File: config.mk
export PLATFORM = sky130hd
export DESIGN_NAME = bp_update_ctrl
export DESIGN_NICKNAME = d
export VERILOG_FILES = /design/src/rtl/bp_pkg.sv /design/src/rtl/bp_update_ctrl_rr_arb2.sv /design/src/rtl/bp_update_ctrl.sv
export SDC_FILE = /design/constraint.sdc
export NUM_CORES = 1
export LEC_CHECK = 0
export ABC_AREA = 1
export CELL_PAD_IN_SITES_DETAIL_PLACEMENT = 1
export CELL_PAD_IN_SITES_GLOBAL_PLACEMENT = 2
export CORE_ASPECT_RATIO = 0.75
export CORE_UTILIZATION = 29
export CTS_BUF_LIST = sky130_fd_sc_hd__clkbuf_2
export DETAILED_ROUTE_END_ITERATION = 7
export GPL_TIMING_DRIVEN = 0
export PLACE_DENSITY_LB_ADDON = 0.3
export SLEW_MARGIN = 5
export SYNTH_ARGS = -nofsm -noshare
export SYNTH_HDL_FRONTEND = slang
export SYNTH_SLANG_ARGS = --single-unit
File: constraint.sdc
create_clock -name clk -period 2.5 [get_ports clk]
set_clock_uncertainty 0.05 [all_clocks]
set_input_delay 0.625 -clock clk [delete_from_list [all_inputs] [get_ports clk]]
set_output_delay 0.625 -clock clk [all_outputs]
set_load 0.1 [all_outputs]
File: src/rtl/bp_pkg.sv
// Shared branch-predictor definitions: controller state encoding and the
// default predictor index width, also used by the predictor cache.
package bp_pkg;

    localparam int BP_ADDR_W = 8;

    typedef enum logic {
        CLEAR = 1'b0,
        RUN   = 1'b1
    } bp_state_e;

endpackage

File: src/rtl/bp_update_ctrl_rr_arb2.sv
// Two-requester round-robin arbiter. When both request, the port that was
// not granted last wins; the pointer only moves on an actual grant.
module rr_arb2 (
    input  logic       clk,
    input  logic       rst,
    input  logic [1:0] req,
    input  logic       en,
    output logic [1:0] grant
);

    // last_grant = 1 means port 1 won most recently, so port 0 is preferred next
    logic last_grant;

    always_comb begin
        grant = 2'b00;
        if (en) begin
            case (req)
                2'b01:   grant = 2'b01;
                2'b10:   grant = 2'b10;
                2'b11:   grant = last_grant ? 2'b01 : 2'b10;
                default: grant = 2'b00;
            endcase
        end
    end

    always_ff @(posedge clk or posedge rst) begin
        if (rst) begin
            last_grant <= 1'b1;
        end else if (en && (grant != 2'b00)) begin
            last_grant <= grant[1];
        end
    end

endmodule

File: src/rtl/bp_update_ctrl.sv
// Predictor update controller: sweeps every entry to not-taken after reset or
// flush, then serialises two branch-outcome update ports into one write port.
module bp_update_ctrl
    import bp_pkg::*;
#(
    parameter int ADDR_W = BP_ADDR_W
) (
    input  logic              clk,
    input  logic              rst,
    input  logic              flush,
    input  logic              up0_valid,
    input  logic [ADDR_W-1:0] up0_addr,
    input  logic              up0_taken,
    input  logic              up1_valid,
    input  logic [ADDR_W-1:0] up1_addr,
    input  logic              up1_taken,
    output logic              up0_ready,
    output logic              up1_ready,
    output logic [ADDR_W-1:0] w_addr,
    output logic              did_branch,
    output logic              we,
    output logic              busy
);

    localparam int DEPTH = 2 ** ADDR_W;
    // One extra counter bit: the sweep ends on reaching DEPTH, never on a wrap
    localparam logic [ADDR_W:0] CNT_END = (ADDR_W + 1)'(DEPTH);

    bp_state_e         state, state_n;
    logic [ADDR_W:0]   clear_cnt, cnt_n;
    logic              we_n;
    logic [ADDR_W-1:0] w_addr_n;
    logic              did_branch_n;

    logic       run_ok;
    logic       same_addr;
    logic       arb_en;
    logic [1:0] grant;
    logic       acc0;
    logic       acc1;

    // Equal-address pairs bypass the arbiter and merge into one write
    assign run_ok    = (state == RUN) && !flush;
    assign same_addr = up0_valid && up1_valid && (up0_addr == up1_addr);
    assign arb_en    = run_ok && !same_addr;

    rr_arb2 u_arb (
        .clk   (clk),
        .rst   (rst),
        .req   ({up1_valid, up0_valid}),
        .en    (arb_en),
        .grant (grant)
    );

    assign up0_ready = grant[0] || (run_ok && same_addr);
    assign up1_ready = grant[1] || (run_ok && same_addr);
    assign acc0      = up0_valid && up0_ready;
    assign acc1      = up1_valid && up1_ready;
    assign busy      = (state == CLEAR);

    always_comb begin
        state_n      = state;
        cnt_n        = clear_cnt;
        we_n         = 1'b0;
        w_addr_n     = w_addr;
        did_branch_n = did_branch;
        case (state)
            CLEAR: begin
                if (flush) begin
                    cnt_n = '0;
                end else if (clear_cnt == CNT_END) begin
                    // Last entry already written; hand over to update traffic
                    state_n = RUN;
                    cnt_n   = '0;
                end else begin
                    we_n         = 1'b1;
                    w_addr_n     = clear_cnt[ADDR_W-1:0];
                    did_branch_n = 1'b0;
                    cnt_n        = clear_cnt + 1'b1;
                end
            end
            RUN: begin
                if (flush) begin
                    state_n = CLEAR;
                    cnt_n   = '0;
                end else if (acc1) begin
                    // Also covers the merged equal-address case: port 1 outcome wins
                    we_n         = 1'b1;
                    w_addr_n     = up1_addr;
                    did_branch_n = up1_taken;
                end else if (acc0) begin
                    we_n         = 1'b1;
                    w_addr_n     = up0_addr;
                    did_branch_n = up0_taken;
                end
            end
            default: begin
                state_n = CLEAR;
                cnt_n   = '0;
            end
        endcase
    end

    always_ff @(posedge clk or posedge rst) begin
        if (rst) begin
            state      <= CLEAR;
            clear_cnt  <= '0;
            we         <= 1'b0;
            w_addr     <= '0;
            did_branch <= 1'b0;
        end else begin
            state      <= state_n;
            clear_cnt  <= cnt_n;
            we         <= we_n;
            w_addr     <= w_addr_n;
            did_branch <= did_branch_n;
        end
    end

endmodule
-- Word-level counts from Yosys, hierarchy flattened
Cells that the tools add are included.
- add/subtract/negate cells: 1
- equality and inequality tests: 10
- muxes and demuxes: 29
- bitwise gates (word level): 1
- reductions and logical operators: 14
- operator list (operator ; count):
    2-to-1 mux 8 bit ; 5
    2-to-1 mux 9 bit ; 3
    case mux 9 bit (2 select lines) ; 1
    case mux 8 bit (2 select lines) ; 1
    2-to-1 mux 1 bit ; 13
    adder 9 x 1 -> 9 bit (second input constant) ; 1
    == test 9 bit (second input constant) ; 1
    == test 8 bit ; 1
    logical AND 1 bit ; 8
    != test 2 bit (second input constant) ; 4
    case mux 1 bit (2 select lines) ; 3
    case mux 2 bit (3 select lines) ; 1
    == test 2 bit (second input constant) ; 2
    2-to-1 mux 2 bit ; 2
    AND reduction 4 bit ; 1
    != test 3 x 1 -> 1 bit (second input constant) ; 1
    == test 2 x 1 -> 1 bit (second input constant) ; 1
    zero test 1 bit ; 2
    logical OR 1 bit ; 2
    nonzero test 2 bit ; 1
    inverter 1 bit ; 1
- register bits after elaboration: 21
- bits of input ports: 23
- output and inout bits: 13
- word-level logic and storage cells: 61

-- Logic depth before layout (Yosys ltp)
- depth after elaboration: 11
- depth in mapped cells: 11
- gate-level depth less buffers: 11

-- Cells and area by module
Synthesis repeated with hierarchy kept, for this count alone.
- cells, all modules: 211
- area total of the unflattened synthesis: 1487.7 um^2
- by module, submodules not included (module ; times used ; cells each ; area an instance (um^2)):
    bp_update_ctrl ; 1 ; 198 ; 1410.1
    rr_arb2 ; 1 ; 13 ; 77.6

-- Worst setup path before layout
OpenSTA, ideal clock, no wires.
- path kind: input port to output port
- from: input up1_addr[3]
- to: output up0_ready
- data arrival time: 2.436 ns
- data required time: 1.825 ns
- slack: -0.611 ns
- stages: 5
- cells stage by stage: xnor2_1 nand2_1 nor2_1 nand3_2 o21ai_1
- longest elaborated chain between the ends: 6
- RTL lines (what ; line ; text):
    start: declaration ; bp_update_ctrl.sv:15 ; input logic [ADDR_W-1:0] up1_addr,
    == test 8 bit * ; bp_update_ctrl.sv:44 ; assign same_addr = up0_valid && up1_valid && (up0_addr == up1_addr);
    logical AND 1 bit * ; bp_update_ctrl.sv:44 ;
    zero test 1 bit ; bp_update_ctrl.sv:45 ; assign arb_en = run_ok && !same_addr;
    logical AND 1 bit ; bp_update_ctrl.sv:45 ;
    2-to-1 mux 2 bit ; bp_update_ctrl_rr_arb2.sv:16 ; if (en) begin
    logical OR 1 bit * ; bp_update_ctrl.sv:55 ; assign up0_ready = grant[0] || (run_ok && same_addr);
    end: declaration ; bp_update_ctrl.sv:17 ; output logic up0_ready,
Mark *: on every way between the ends. The rest lies on a longest branch, timed or not.

-- Worst setup path in the final report
- from: input up1_addr[7]
- to: output up0_ready
Same word-level chain as after synthesis.

==> reports/metrics.yaml <==
setup_path:
  slowest_stage: "clkdlybuf4s15_1"
  path_cells: "clkdlybuf4s15_1, xor2_1, inv_1, nand3_2, nor2_2, nor2_2, nand3b_1, o21ai_4, buf_12"
  cp_common_cell: "nor2_2"
  startpoint_type: "input pin"
  cp.buffers_inverters: 3
  path_depth: 9
  r2r_slack_ns: 0.64
  cp.arrival_ns: 1.80
  crit_type: "input pin to output port"
  worstPathRequired_ns: 1.82
  crit_family: "buffers and inverters"
  r2r_start: "state"
  rr_worst_depth: 8
  critPathMaxStageDelay_ns: 0.20
  cp-end-kind: "output port"
  cp_max_fo: 2
  r2r_end: "did_branch"
cts:
  cts_hold_buf: 0
  cts_inserted_buffers: 3
  cts_max_level: 1
  clock_sinks: 21
  clkTransAtPathRegs_ns: 0.22
  cts_buffer_depth: 2
  cts_tree: "built"
  clock_latency_ns: 0.34
  clockRootBuffer: "clkbuf_2"
layout:
  nNetsFinal: 314
  area_growth_pct: 59.5
  num_antenna_cells: 0
  drive_gt1_share_pct: 42.4
  regArea_sq_um: 527
  fin_cells: 345
  fillerInstances: 577
  multi_input_area_sq_um: 806
power:
  ir_drop_mv: 0.328
  p_per_area_nw_per_um2: 469
  cellLeakagePower_uw: 0.00115
  p_total_uw: 1060
floorplan:
  dieHeight_microns: 62.7
  core-area_sq_um: 4570
  row_count: 21
  dieArea_sq_um: 5190
  initial_core_util_pct: 31.1
  ioPinCount: 36
  die_x_microns: 82.9
timing:
  fmax_mhz: 405
  rsz0062_at_grt: "yes"
  hold_viol: 0
  period_share_pct: 98.8
  drv_slew: 0
  setup_viol: 0
  min_period_ns: 2.47
  hold_slack_ns: 0.504
  maxSlewHeadroom_pct: 35.9
  worstMarginPinSlew_ns: 0.965
grt:
  grt_max_degree: 22
  antenna_found_initial: 0
  grt_pass1_wl_mm: 8.24
  grt_use_total_pct: 19.7
  grt_overflow_total: 0
  grt_pass1_vias: 1712
yosys:
  yosys.cell_types.count: 27
  syn_nets: 226
  synth_top_area_share_pct: 35.2
  synth_area_leaders: "dfrtp_1 (35%), nand2_1 (13%), inv_1 (8.4%)"
  yosysSeqAreaShare_pct: 37.0
  synth_seq_cells: 21
  synth_area_leader_cell: "dfrtp_1"
  async_flop_share_pct: 100
  yosys_warnings: 0
  yosysMostFrequentCell: "nand2_1"
  synth_edf_count: 0
  synth_ff_type: "dfrtp_1"
  netlist_area_sq_um: 1420
  syn_avg_cell_area_sq_um: 7.08
  synth_common_cells: "nand2_1 (49), inv_1 (32), nor2_1 (22), dfrtp_1 (20), nand3_1 (14)"
  syn-instance-count: 201
hold_path:
  min_to: "w_addr[5]"
  hp-class: "flop to flop"
  hold_depth: 2
  holdCritStartpoint: "w_addr[5]"
placed_design:
  hpwl_mm: 3.08
  portBuffers: 35
  routabilityCongestion: 0.714
  place_inst: 293
routing:
  drc: 0
  vias: 1630
  ant_nets: 0
  via_per_inst: 4.72
  drtIter0Drc: 42
  routed_wl_mm: 5.11
  avgRoutedWirePerCell_microns: 14.8
  dr.pass1.iters: 4
status:
  status: "finished, final reports clean"
flow_run:
  drv_cap: 0
-- area by class of cell --
cell class                      instances  area share (%)
Buffer                                  3           0.883
Clock buffer                            3           0.662
Clock inverter                          1           0.221
Inverter                               38            6.51
Multi-Input combinational cell        138            35.5
Sequential cell                        21            23.2
Tap cell                               57            3.14
Timing Repair Buffer                   84            29.8
-- per-stage QoR --
| step | setup TNS [ns] | setup slack (ns) | utilization, % | cell area, sq um |
|---|---|---|---|---|
| floorplan | 0 | 0.0467 | - | 1430 |
| global placement | -2.73 | -1.41 | 40.6 | 1860 |
| detailed placement | -2.72 | -1.41 | 40.6 | 1860 |
| CTS | -0.00795 | -0.00795 | 48.5 | 2220 |
| global route | -0.0675 | -0.0556 | 49.6 | 2270 |
| finish | 0 | 0.0298 | 49.6 | 2270 |
-- per-layer routing --
layer	vias to the layer above	wire length (microns)	global-route usage (%)
met5	-	0	0
met4	0	45	2.59
met3	6	198	3.70
met2	40	2430	33.4
met1	773	2440	26.9
li1	811	-	-
-- what timing repair did --
item,4_1_cts,5_1_grt
setup endpoints to repair,13,6
hold endpoints to repair,0,0
resized for setup,109,16
buffers inserted,47,2
pin swaps,23,13
-- worst max path at each step --
stage	slack (ns)	endpoint	start
floorplan	0.05	up1_ready	up1_addr[3]
global placement	-1.41	up1_ready	up1_addr[3]
detailed placement	-1.41	up1_ready	up0_valid
CTS	-0.008	up1_ready	up0_addr[2]
global route	-0.06	up0_ready	up1_addr[6]
finish	0.03	up0_ready	up1_addr[7]
-- placed cells by master, fill, tap and decap left out, drive strengths merged, types with 5 or more instances in the layout --
master,synthesis,final
o22ai,5,5
buf,4,65
dlygate4sd2,0,12
dfrtp,20,20
a21oi,14,14
clkdlybuf4s15,0,5
inv,38,38
nor2,26,26
nand2,51,51
a22oi,8,8
clkbuf,0,5
nand3,15,15
-- flip-flops by register name, indices dropped and copies added, names as in the netlist --
signal            cells
we                    1
did_branch            1
clear_cnt             9
u_arb.last_grant      1
state                 1
w_addr                8
-- power breakdown --
part	switching, uW	internal (uW)
sequential	38.6	387
combinational	325	165
clock	113	36.2
total	476	588
-- logic make-up (layout without fill, tap and decap cells) --
logic type / count (synthesis) / after routing / synth area share (%)
buffers and inverters: 42 / 129 / 11.8
adders and majority gates: 2 / 2 / 1.76
and+or+nand+nor: 96 / 96 / 29.4
xor gates and xnor gates: 6 / 6 / 3.69
AOI/OAI and AO/OA: 34 / 34 / 16.4
DFF: 21 / 21 / 37.0
-- tightest hold or removal path, stage by stage, from the launching register on --
cell	delay [ns]
dfrtp_1	0.40
nor2_1	0.06
a21oi_2	0.08
(Power assumes the default switching activity.)
